$ cat config.mk
export PLATFORM = sky130hd
export DESIGN_NAME = ps2_dirn_receiver
export DESIGN_NICKNAME = d
export VERILOG_FILES = /design/src/rtl/ps2_dirn_receiver.sv
export SDC_FILE = /design/constraint.sdc
export NUM_CORES = 1
export LEC_CHECK = 0
export ABC_AREA = 1
export BUFFER_PORTS_ARGS = -buffer_cell sky130_fd_sc_hd__buf_2
export CELL_PAD_IN_SITES_DETAIL_PLACEMENT = 0
export CELL_PAD_IN_SITES_GLOBAL_PLACEMENT = 1
export CORE_MARGIN = 1.5
export CORE_UTILIZATION = 25
export DETAILED_ROUTE_END_ITERATION = 8
export PLACE_DENSITY_LB_ADDON = 0.2
export SYNTH_ARGS = -nofsm -noshare
export SYNTH_HDL_FRONTEND = slang
export SYNTH_SLANG_ARGS = --single-unit
$ cat constraint.sdc
create_clock -name Clk -period 2.1 [get_ports Clk]
set_clock_uncertainty 0.2 [all_clocks]
set_input_delay 0.105 -clock Clk [delete_from_list [all_inputs] [get_ports Clk]]
set_output_delay 0.105 -clock Clk [all_outputs]
set_load 0.005 [all_outputs]
$ cat src/rtl/ps2_dirn_receiver.sv
// ps2_dirn_receiver: PS/2 keyboard frame receiver with Set-2 decode into direction and
// acknowledge strobes matching the button debouncers.
module ps2_dirn_receiver #(
  parameter int FILTER_CYCLES  = 8,
  parameter int TIMEOUT_CYCLES = 20000
) (
  input  logic       Clk,
  input  logic       Reset_n,
  input  logic       PS2_Clk,
  input  logic       PS2_Data,
  output logic [7:0] Rx_Byte,
  output logic       Rx_Valid,
  output logic       Frame_Err,
  output logic [1:0] In_Dirn,
  output logic       Dirn_SCEN,
  output logic       Ack_SCEN
);
  localparam int FW = $clog2(FILTER_CYCLES + 1);
  localparam int TW = $clog2(TIMEOUT_CYCLES + 1);
  localparam logic [FW-1:0] F_LAST = FW'(FILTER_CYCLES - 1);
  localparam logic [TW-1:0] T_LAST = TW'(TIMEOUT_CYCLES - 1);
  typedef enum logic {IDLE, RECV} frame_t;
  typedef enum logic [1:0] {BASE, EXT, BRK, EXT_BRK} dec_t;
  logic [1:0] clk_s, dat_s;
  logic [FW-1:0] flt_cnt;
  logic filt, filt_d, fall, dat;
  frame_t f_st, f_nx;
  logic [3:0] bit_cnt;
  logic [7:0] sr;
  logic par, good, bad;
  logic [TW-1:0] idle_cnt;
  dec_t d_st, d_nx;
  logic dirn_hit, ack_hit;
  logic [1:0] dirn_nx;
  // Idle PS/2 lines are high, so synchronizers and the filtered clock reset to 1.
  always_ff @(posedge Clk or negedge Reset_n)
    if (!Reset_n) begin
      clk_s <= 2'b11;
      dat_s <= 2'b11;
      flt_cnt <= '0;
      filt <= 1'b1;
      filt_d <= 1'b1;
    end else begin
      clk_s <= {clk_s[0], PS2_Clk};
      dat_s <= {dat_s[0], PS2_Data};
      filt_d <= filt;
      if (clk_s[1] == filt) flt_cnt <= '0;
      else if (flt_cnt == F_LAST) begin
        filt <= clk_s[1];
        flt_cnt <= '0;
      end else flt_cnt <= flt_cnt + 1'b1;
    end
  assign fall = filt_d & ~filt;
  assign dat = dat_s[1];
  always_comb begin
    f_nx = f_st;
    good = 1'b0;
    bad = 1'b0;
    if (f_st == IDLE) f_nx = (fall && !dat) ? RECV : IDLE;
    else if (fall && bit_cnt == 4'd10) begin
      f_nx = IDLE;
      good = (^{sr, par}) & dat;
      bad = ~good;
    end else if (!fall && idle_cnt == T_LAST) begin
      f_nx = IDLE;
      bad = 1'b1;
    end
  end
  always_ff @(posedge Clk or negedge Reset_n)
    if (!Reset_n) begin
      f_st <= IDLE;
      bit_cnt <= '0;
      sr <= '0;
      par <= 1'b0;
      idle_cnt <= '0;
      Rx_Byte <= '0;
      Rx_Valid <= 1'b0;
      Frame_Err <= 1'b0;
    end else begin
      f_st <= f_nx;
      Rx_Valid <= good;
      Frame_Err <= bad;
      if (good) Rx_Byte <= sr;
      bit_cnt <= (f_nx == IDLE) ? '0 : bit_cnt + {3'b0, fall};
      idle_cnt <= (f_st == IDLE || fall) ? '0 : idle_cnt + 1'b1;
      if (fall && f_st == RECV && bit_cnt <= 4'd8) sr <= {dat, sr[7:1]};
      if (fall && f_st == RECV && bit_cnt == 4'd9) par <= dat;
    end
  always_comb begin
    d_nx = d_st;
    dirn_hit = 1'b0;
    ack_hit = 1'b0;
    dirn_nx = Rx_Byte == 8'h75 ? 2'b00 : Rx_Byte == 8'h72 ? 2'b01 : Rx_Byte == 8'h6B ? 2'b10 : 2'b11;
    if (Frame_Err) d_nx = BASE;
    else if (Rx_Valid)
      case (d_st)
        BASE: begin
          d_nx = Rx_Byte == 8'hE0 ? EXT : Rx_Byte == 8'hF0 ? BRK : BASE;
          ack_hit = Rx_Byte == 8'h5A || Rx_Byte == 8'h29;
        end
        EXT: begin
          d_nx = Rx_Byte == 8'hF0 ? EXT_BRK : Rx_Byte == 8'hE0 ? EXT : BASE;
          dirn_hit = Rx_Byte inside {8'h75, 8'h72, 8'h6B, 8'h74};
        end
        default: d_nx = BASE;
      endcase
  end
  always_ff @(posedge Clk or negedge Reset_n)
    if (!Reset_n) begin
      d_st <= BASE;
      In_Dirn <= 2'b00;
      Dirn_SCEN <= 1'b0;
      Ack_SCEN <= 1'b0;
    end else begin
      d_st <= d_nx;
      Dirn_SCEN <= dirn_hit;
      Ack_SCEN <= ack_hit;
      if (dirn_hit) In_Dirn <= dirn_nx;
    end
endmodule

==> results of run 1 <==
stage by stage:
stage	total power [mW]	std cells	worst slack, ns
2_1_floorplan	1.73	331	0.497
3_3_place_gp	1.90	488	0.223
3_5_place_dp	1.91	488	0.200
4_1_cts	2.59	499	0.186
5_1_grt	2.73	499	0.0495
6_report	2.53	499	0.213
per-layer routing:
| layer | wire [um] | GRT usage (%) |
|---|---|---|
| met4 | 58 | 3.10 |
| met2 | 2550 | 17.5 |
| met5 | 0 | 0 |
| met3 | 178 | 2.78 |
| met1 | 2780 | 14.2 |
layout make-up:
class | count | share of cell area [%]
Sequential cell | 55 | 44.2
Clock inverter | 1 | 0.240
Timing Repair Buffer | 23 | 4.39
Tap cell | 140 | 5.59
Multi-Input combinational cell | 225 | 36.8
Inverter | 48 | 5.75
Clock buffer | 7 | 3.08
flip-flops by register name, summed over array words and instances, names as in the netlist:
register,flops
In_Dirn,2
clk_s,2
dat_s,2
par,1
filt_d,1
Rx_Byte,8
Dirn_SCEN,1
Rx_Valid,1
Frame_Err,1
filt,1
flt_cnt,4
idle_cnt,15
d_st,2
Ack_SCEN,1
bit_cnt,4
f_st,1
sr,8
critical path: cells and delay by family, from the launching register on:
kind                   cells  cell delay, ns
AOI/OAI and AO/OA          1            0.04
buffers and inverters      2            0.26
and+or+nand+nor            5            0.78
DFF                        1            0.52
path summary, 6_finish.rpt:
check                                   start                   end  cells after the start
setup / recovery             filt_d$_DFF_PN1_  bit_cnt[3]$_DFF_PN0_                      8
hold / removal                        Reset_n     sr[5]$_DFFE_PN0P_                      3
setup reg to reg             filt_d$_DFF_PN1_  bit_cnt[3]$_DFF_PN0_                      8
hold reg to reg            clk_s[0]$_DFF_PN1_    clk_s[1]$_DFF_PN1_                      0
max in group asynchronous             Reset_n      filt_d$_DFF_PN1_                      3
min in group Clk           clk_s[0]$_DFF_PN1_    clk_s[1]$_DFF_PN1_                      0
repair_timing:
item,CTS,global route
hold buffers,3,0
endpoints found under the hold margin,57,0
setup buffers,0,0
layout by cell type, fill, tap and decap left out, types with 4 or more instances in the layout:
master / instances
nand4_1: 12
inv_1: 45
o21ai_1: 6
a21oi_1: 11
o21ai_0: 16
nand3_1: 15
nor3_1: 11
dfstp_2: 6
clkbuf_8: 7
nand2_2: 4
nand2_1: 84
nor2_1: 33
ha_1: 4
buf_2: 17
dfrtp_1: 49
power groups by stage:
| stage | clock, mW | combinational, mW | sequential [mW] |
|---|---|---|---|
| final | 0.661 | 0.603 | 1.27 |
| after global routing | 0.729 | 0.714 | 1.29 |
| after CTS | 0.697 | 0.619 | 1.27 |
| after detailed placement | 0 | 0.614 | 1.29 |
| after global placement | 0 | 0.611 | 1.29 |
| after floorplan | 0 | 0.466 | 1.27 |
logic make-up (layout without fill, tap and decap cells):
group | Yosys count | after routing | share of synthesized area (%)
flops | 55 | 55 | 50.6
compound gates | 35 | 35 | 6.63
simple gates | 180 | 180 | 31.6
mux | 1 | 1 | 0.411
buf+inv | 51 | 79 | 7.36
xor+xnor | 5 | 5 | 1.60
fa+ha+maj | 4 | 4 | 1.83
==> metrics.md, run 1 <==
| Metric | Value |
|---|---|
| Slowest stage delay, CP | `0.52 ns` |
| Crit Path Max Fanout | `9` |
| Synth Area per Inst | `8.27 sq um` |
| Routed WL | `between 5000 and 6000 um` |
| Max cap viols | `0` |
| Routed len/inst | `11.1 um` |
| EDFF count, synth | `0` |
| Diode count | `0` |
| Seq pwr share | `approximately 50%` |
| CTS Buf Count | `5` |
| Crit-path cells | `inv_1 > nor2_4 > nand4_1 > nor2_2 > buf_4 > a21oi_2 > nand2_2 > nor2_1` |
| P_int | `~1.7 mW` |
| Crit path kind | `flip-flop to flip-flop` |
| Root Driver | `clkbuf_8` |
| Min cycle time layout | `1.89 ns` |
| CTS resizes | `0` |
| Pleak | `1.51 nW` |
| Via density | `4.27` |
| Core Util, Final | `~29%` |
| Register area | `1380 sq um` |
| Worst hold slack | `0.112 ns` |
| Pwr dens | `roughly 810 nW/um^2` |
| Clock latency on the worst-skew pair | `0.32 ns` |
| Footprint of the multi-input gates | `1150 sq um` |
| Clock transition at the registers of the reported paths | `0.10 ns` |
| Clock tree buffer depth | `2` |
| Synth area leader | `dfrtp_1` |
| Pin count of the biggest net entering global routing | `30` |
| Startpoint Class | `flip-flop` |
| Endpoints failing setup | `0` |
| Share of layout cells above drive strength 1 | `15.9%` |
| Wire length of the first global-routing pass | `9830 um` |
| Initial Utilization | `25.5%` |
| Post-synthesis sequential area ratio | `50.6%` |
| Design Area, Final | `~3100 sq um` |
| Async SR Flop Fraction | `100%` |
| Net Count, Synth | `339` |
| CP max stage cell | `dfstp_2` |
| Initial antenna violation count | `0` |
| Most frequent cell after synthesis | `nand2_1` |
| GR Util All Layers | `a little over a tenth` |
| Peak supply drop | `0.364 mV` |
| Max Fclk | `530 MHz` |
| Die W | `~110 um` |
| Clk sinks | `55` |
| FILL cells | `1,178` |
| Worst Max-Slew Pin Slew | `0.443 ns` |
| Dpl hpwl | `~4200 um` |
| Vias in the first global route | `2,072` |
| Worst Path Arrival | `~1.9 ns` |
| Synth warn | `0` |
| Reg2Reg Setup Slack | `around 0.21 ns` |
| DRC errors left | `0` |
| RSZ-0062 raised after global routing | `false` |
| Net Sw Frac | `34.3%` |
| Ys flop type | `dfrtp_1` |
| CTS tree | `yes` |
| Core Area | `10,700 sq um` |
| NetSw | `0.869 mW` |
| Yosys top cell area share | `44.8%` |
| Gpl congestion | `~0.69` |
| # rows | `38` |
| Status | `complete, no violations` |
| Final Hold Viols | `0` |
| Syn Inst Count | `331` |
| Worst EP required | `around 2.1 ns` |
| Synth cell count leaders | `nand2_1, dfrtp_1, inv_1` |
| Area Overhead vs Synth | `14.4%` |
| Cell Area, Placed | `3000 sq um` |
| Distinct cells, synth | `33` |
| Rel. slew slack | `70.4%` |
| Worst setup EP type | `flip-flop` |
| Slew Limit Fails | `0` |
| Chip height | `108 um` |
| Hold crit path type | `input port to asynchronous set/reset pin` |
| Nets | `366` |
| CTS H-tree lvls | `2` |
| Port Buf Inserts | `17` |
| DR iter-0 viols | `approximately 100` |
| Die ar. | `approximately 12,000 sq um` |
| Overflow after GRT | `0` |
| Clock power share | `26.1%` |
| Power share of the combinational group | `a little under a quarter` |
| Synth Cell Area | `2740 sq um` |
| Ranking of synthesized cells by area | `dfrtp_1, nand2_1, inv_1, dfstp_2, nor2_1` |
| Setup TNS | `0 ns` |
| Via Count | `2,131` |
| Final worst-path cycle share | `89.8%` |
| Final ANT Viol Nets | `0` |
| Drt pass-1 iters | `4` |
| Seq cells post-synth | `between 50 and 60` |
| Top Ports | `18` |
Power figures use the tool's default switching activity.
==> inputs of run 2 (changes only) <==
--- a/config.mk
+++ b/config.mk
@@ -5,7 +5,6 @@
 export SDC_FILE = /design/constraint.sdc
 export NUM_CORES = 1
 export LEC_CHECK = 0
-export ABC_AREA = 1
 export BUFFER_PORTS_ARGS = -buffer_cell sky130_fd_sc_hd__buf_2
 export CELL_PAD_IN_SITES_DETAIL_PLACEMENT = 0
 export CELL_PAD_IN_SITES_GLOBAL_PLACEMENT = 1
@@ -13,6 +12,7 @@
 export CORE_UTILIZATION = 25
 export DETAILED_ROUTE_END_ITERATION = 8
 export PLACE_DENSITY_LB_ADDON = 0.2
+export RECOVER_POWER = 25
 export SYNTH_ARGS = -nofsm -noshare
 export SYNTH_HDL_FRONTEND = slang
 export SYNTH_SLANG_ARGS = --single-unit
==> run 2 against run 1 <==
Against the previous run:
- area after synthesis fell by 10%
- synthesized cell count down 37%
- cell count shrank 25%
- die area decreased by 10%
- sequential share of layout area rose by 3.0 points
- global-route usage is 0.67 points lower
- flip-flop and latch count unchanged
- cell area down 6.4%
- critical endpoint is now Rx_Byte[1]$_DFFE_PN0P_
- total power down 6.9%
- clock power shrank 7.9%
==> metrics.md, run 2 <==
| Metric | Value |
|---|---|
| Startpoint Class | `flip-flop` |
| Net Count, Synth | `around 220` |
| CTS H-tree lvls | `2` |
| Min cycle time layout | `2.04 ns` |
| Initial antenna violation count | `0` |
| Largest regs | `idle_cnt (15), Rx_Byte (8), sr (8)` |
| Drt pass-1 iters | `4` |
| Dpl hpwl | `~3300 um` |
| Clock latency on the worst-skew pair | `slightly above 0.3 ns` |
| Max cap viols | `0` |
| Async SR Flop Fraction | `100%` |
| Synth Area per Inst | `11.8 sq um` |
| Area Overhead vs Synth | `19.4%` |
| Die W | `102 um` |
| Wire length of the first global-routing pass | `8200 um` |
| Vias in the first global route | `about 1,700` |
| Share of layout cells above drive strength 1 | `27.2%` |
| CTS tree | `yes` |
| Die ar. | `10,400 sq um` |
| Crit path kind | `flip-flop to flip-flop` |
| Initial Utilization | `26.2%` |
| GR Util All Layers | `10.1%` |
| Syn Inst Count | `208` |
| Distinct cells, synth | `36` |
| Setup WS pre-CTS | `0.0310 ns` |
| Diode count | `0` |
| DR iter-0 viols | `43` |
| Worst hold slack | `0.159 ns` |
| Chip height | `102 um` |
| Most frequent cells in the layout | `dfrtp_1, nor2_1, mux2_2, buf_2, nand2_1` |
| Clk sinks | `55` |
| # rows | `35` |
| Hold crit path type | `input port to asynchronous set/reset pin` |
| Worst EP required | `2.10 ns` |
| Flip-flop count of the largest register after layout | `15` |
| Port Buf Inserts | `17` |
| Ranking of synthesized cells by area | `dfrtp_1, mux2_2, dfstp_2, xnor2_1, nor2_1` |
| Routed len/inst | `12.4 um` |
| Overflow after GRT | `0` |
| Finished Layout Cells | `375` |
| Max Fclk | `between 400 and 500 MHz` |
| Seq cells post-synth | `between 50 and 60` |
| Synth area leader | `dfrtp_1` |
| Routed WL | `4640 um` |
| Status | `complete, no violations` |
| Worst Max-Slew Pin Slew | `0.707 ns` |
| Clock transition at the registers of the reported paths | `0.11 ns` |
| Via density | `4.29` |
| RSZ-0062 raised after global routing | `true` |
| Yosys top cell area share | `49.9%` |
| Synth warn | `0` |
| Rel. slew slack | `a little over half` |
| Via Count | `1,610` |
| Final ANT Viol Nets | `0` |
| Final worst-path cycle share | `97.3%` |
| Synth Cell Area | `roughly 2500 sq um` |
| Pleak | `1.34 nW` |
| Worst setup EP type | `flip-flop` |
| Peak supply drop | `0.286 mV` |
| Root Driver | `clkbuf_8` |
| Worst Path Arrival | `2.04 ns` |
| Nets | `about 250` |
| CTS Buf Count | `5` |
| Post-Place Cells | `about 360` |
| Slew Limit Fails | `0` |
| Post-synthesis sequential area ratio | `56.4%` |
| Final Hold Viols | `0` |
| Endpoints failing setup | `0` |
| Pin count of the biggest net entering global routing | `30` |
| Synth cell count leaders | `dfrtp_1, nor2_1, mux2_2` |
| Crit Path Max Fanout | `9` |
| PnR worst setup slack | `0.0573 ns` |
| DRC errors left | `0` |
| Gpl congestion | `0.768` |
| Setup TNS | `0 ns` |
| Top Ports | `18` |
| Pwr dens | `just over 800 nW/um^2` |
| EDFF count, synth | `0` |
| Most frequent cell after synthesis | `dfrtp_1` |
| Core Area | `9370 sq um` |
| Clock tree buffer depth | `2` |
| Most flops, register | `idle_cnt` |
| Ys flop type | `dfrtp_1` |
| Most common library cell in the layout ignoring fill and taps | `dfrtp_1` |
run 2: cell types whose count changed in the layout (fill, tap and decap cells not counted), moves of 6 or more:
| cell | before | now |
|---|---|---|
| nor2_1 | 33 | 25 |
| nand2_1 | 84 | 14 |
| o21ai_0 | 16 | 2 |
| inv_1 | 45 | 5 |
| o21ai_1 | 6 | 0 |
| nand4_1 | 12 | 4 |
| xnor2_1 | 3 | 12 |
| xor2_1 | 2 | 9 |
| nand3_1 | 15 | 4 |
| buf_4 | 3 | 10 |
| nand2b_1 | 0 | 6 |
| mux2_2 | 1 | 18 |
run 2: final cells by class:
| class | count | area [sq um] |
|---|---|---|
| clock inverters | 3 | 22.5 |
| multi-input cells | 147 | 1070 |
| clock buffers | 5 | 68.8 |
| flip-flops and latches | 55 | 1380 |
| repair buffers | 31 | 210 |
| fillers | 982 | 6440 |
| well taps | 129 | 161 |
| inverters | 5 | 18.8 |
run 2: kinds of logic (layout without fill, tap and decap cells):
logic type	after synthesis	in the layout	share of synthesized area, %
and+or+nand+nor	85	85	19.0
DFF	55	55	56.4
xor gates and xnor gates	23	23	9.07
muxes	18	18	8.26
AOI/OAI and AO/OA	17	17	4.38
buffers and inverters	6	44	0.917
adders and majority gates	4	4	2.04
run 2: what timing repair did:
| action | CTS | global route |
|---|---|---|
| endpoints found under the hold margin | 22 | 0 |
| setup endpoints to repair | 7 | 11 |
| resized for setup | 0 | 3 |
| buffers inserted | 0 | 1 |
| pin swaps | 1 | 0 |
| hold buffers | 3 | 0 |
run 2: where the power goes:
group | internal (mW) | switching, mW
Combinational | 0.234 | 0.264
Clock | 0.242 | 0.367
Sequential | 1.17 | 0.0831
Total | 1.64 | 0.714
run 2: stage by stage:
| step | power, mW | util (%) | area, sq um |
|---|---|---|---|
| detailed placement | 1.75 | 29.7 | 2790 |
| floorplan | 1.57 | - | 2450 |
| CTS | 2.38 | 31.0 | 2910 |
| finish | 2.36 | 31.3 | 2930 |
| global route | 2.54 | 31.3 | 2930 |
| global placement | 1.75 | 29.7 | 2790 |
run 2: path summary, 6_finish.rpt:
path	slack [ns]	startpoint	cells past startpoint	endpoint
max	0.06	sr[1]$_DFFE_PN0P_	5	Rx_Byte[1]$_DFFE_PN0P_
min	0.16	Reset_n	2	sr[7]$_DFFE_PN0P_
max reg2reg	0.06	sr[1]$_DFFE_PN0P_	5	Rx_Byte[1]$_DFFE_PN0P_
min reg2reg	0.16	clk_s[0]$_DFF_PN1_	0	clk_s[1]$_DFF_PN1_
max in group asynchronous	0.94	Reset_n	3	f_st$_DFF_PN0_
min in group Clk	0.16	clk_s[0]$_DFF_PN1_	0	clk_s[1]$_DFF_PN1_
run 2: layer usage:
layer  global-route usage, %  share of wire [%]
met1                    13.8                 50
met3                    2.19                3.0
met2                    15.8                 46
met5                       0                  0
met4                    3.79               0.78
run 2: worst max-delay path, stage by stage (launching register included):
cell and delay (ns):
dfrtp_1 0.43, xnor2_1 0.17, xnor3_1 0.45, xnor2_2 0.17
nand3_4 0.16, mux2_2 0.35
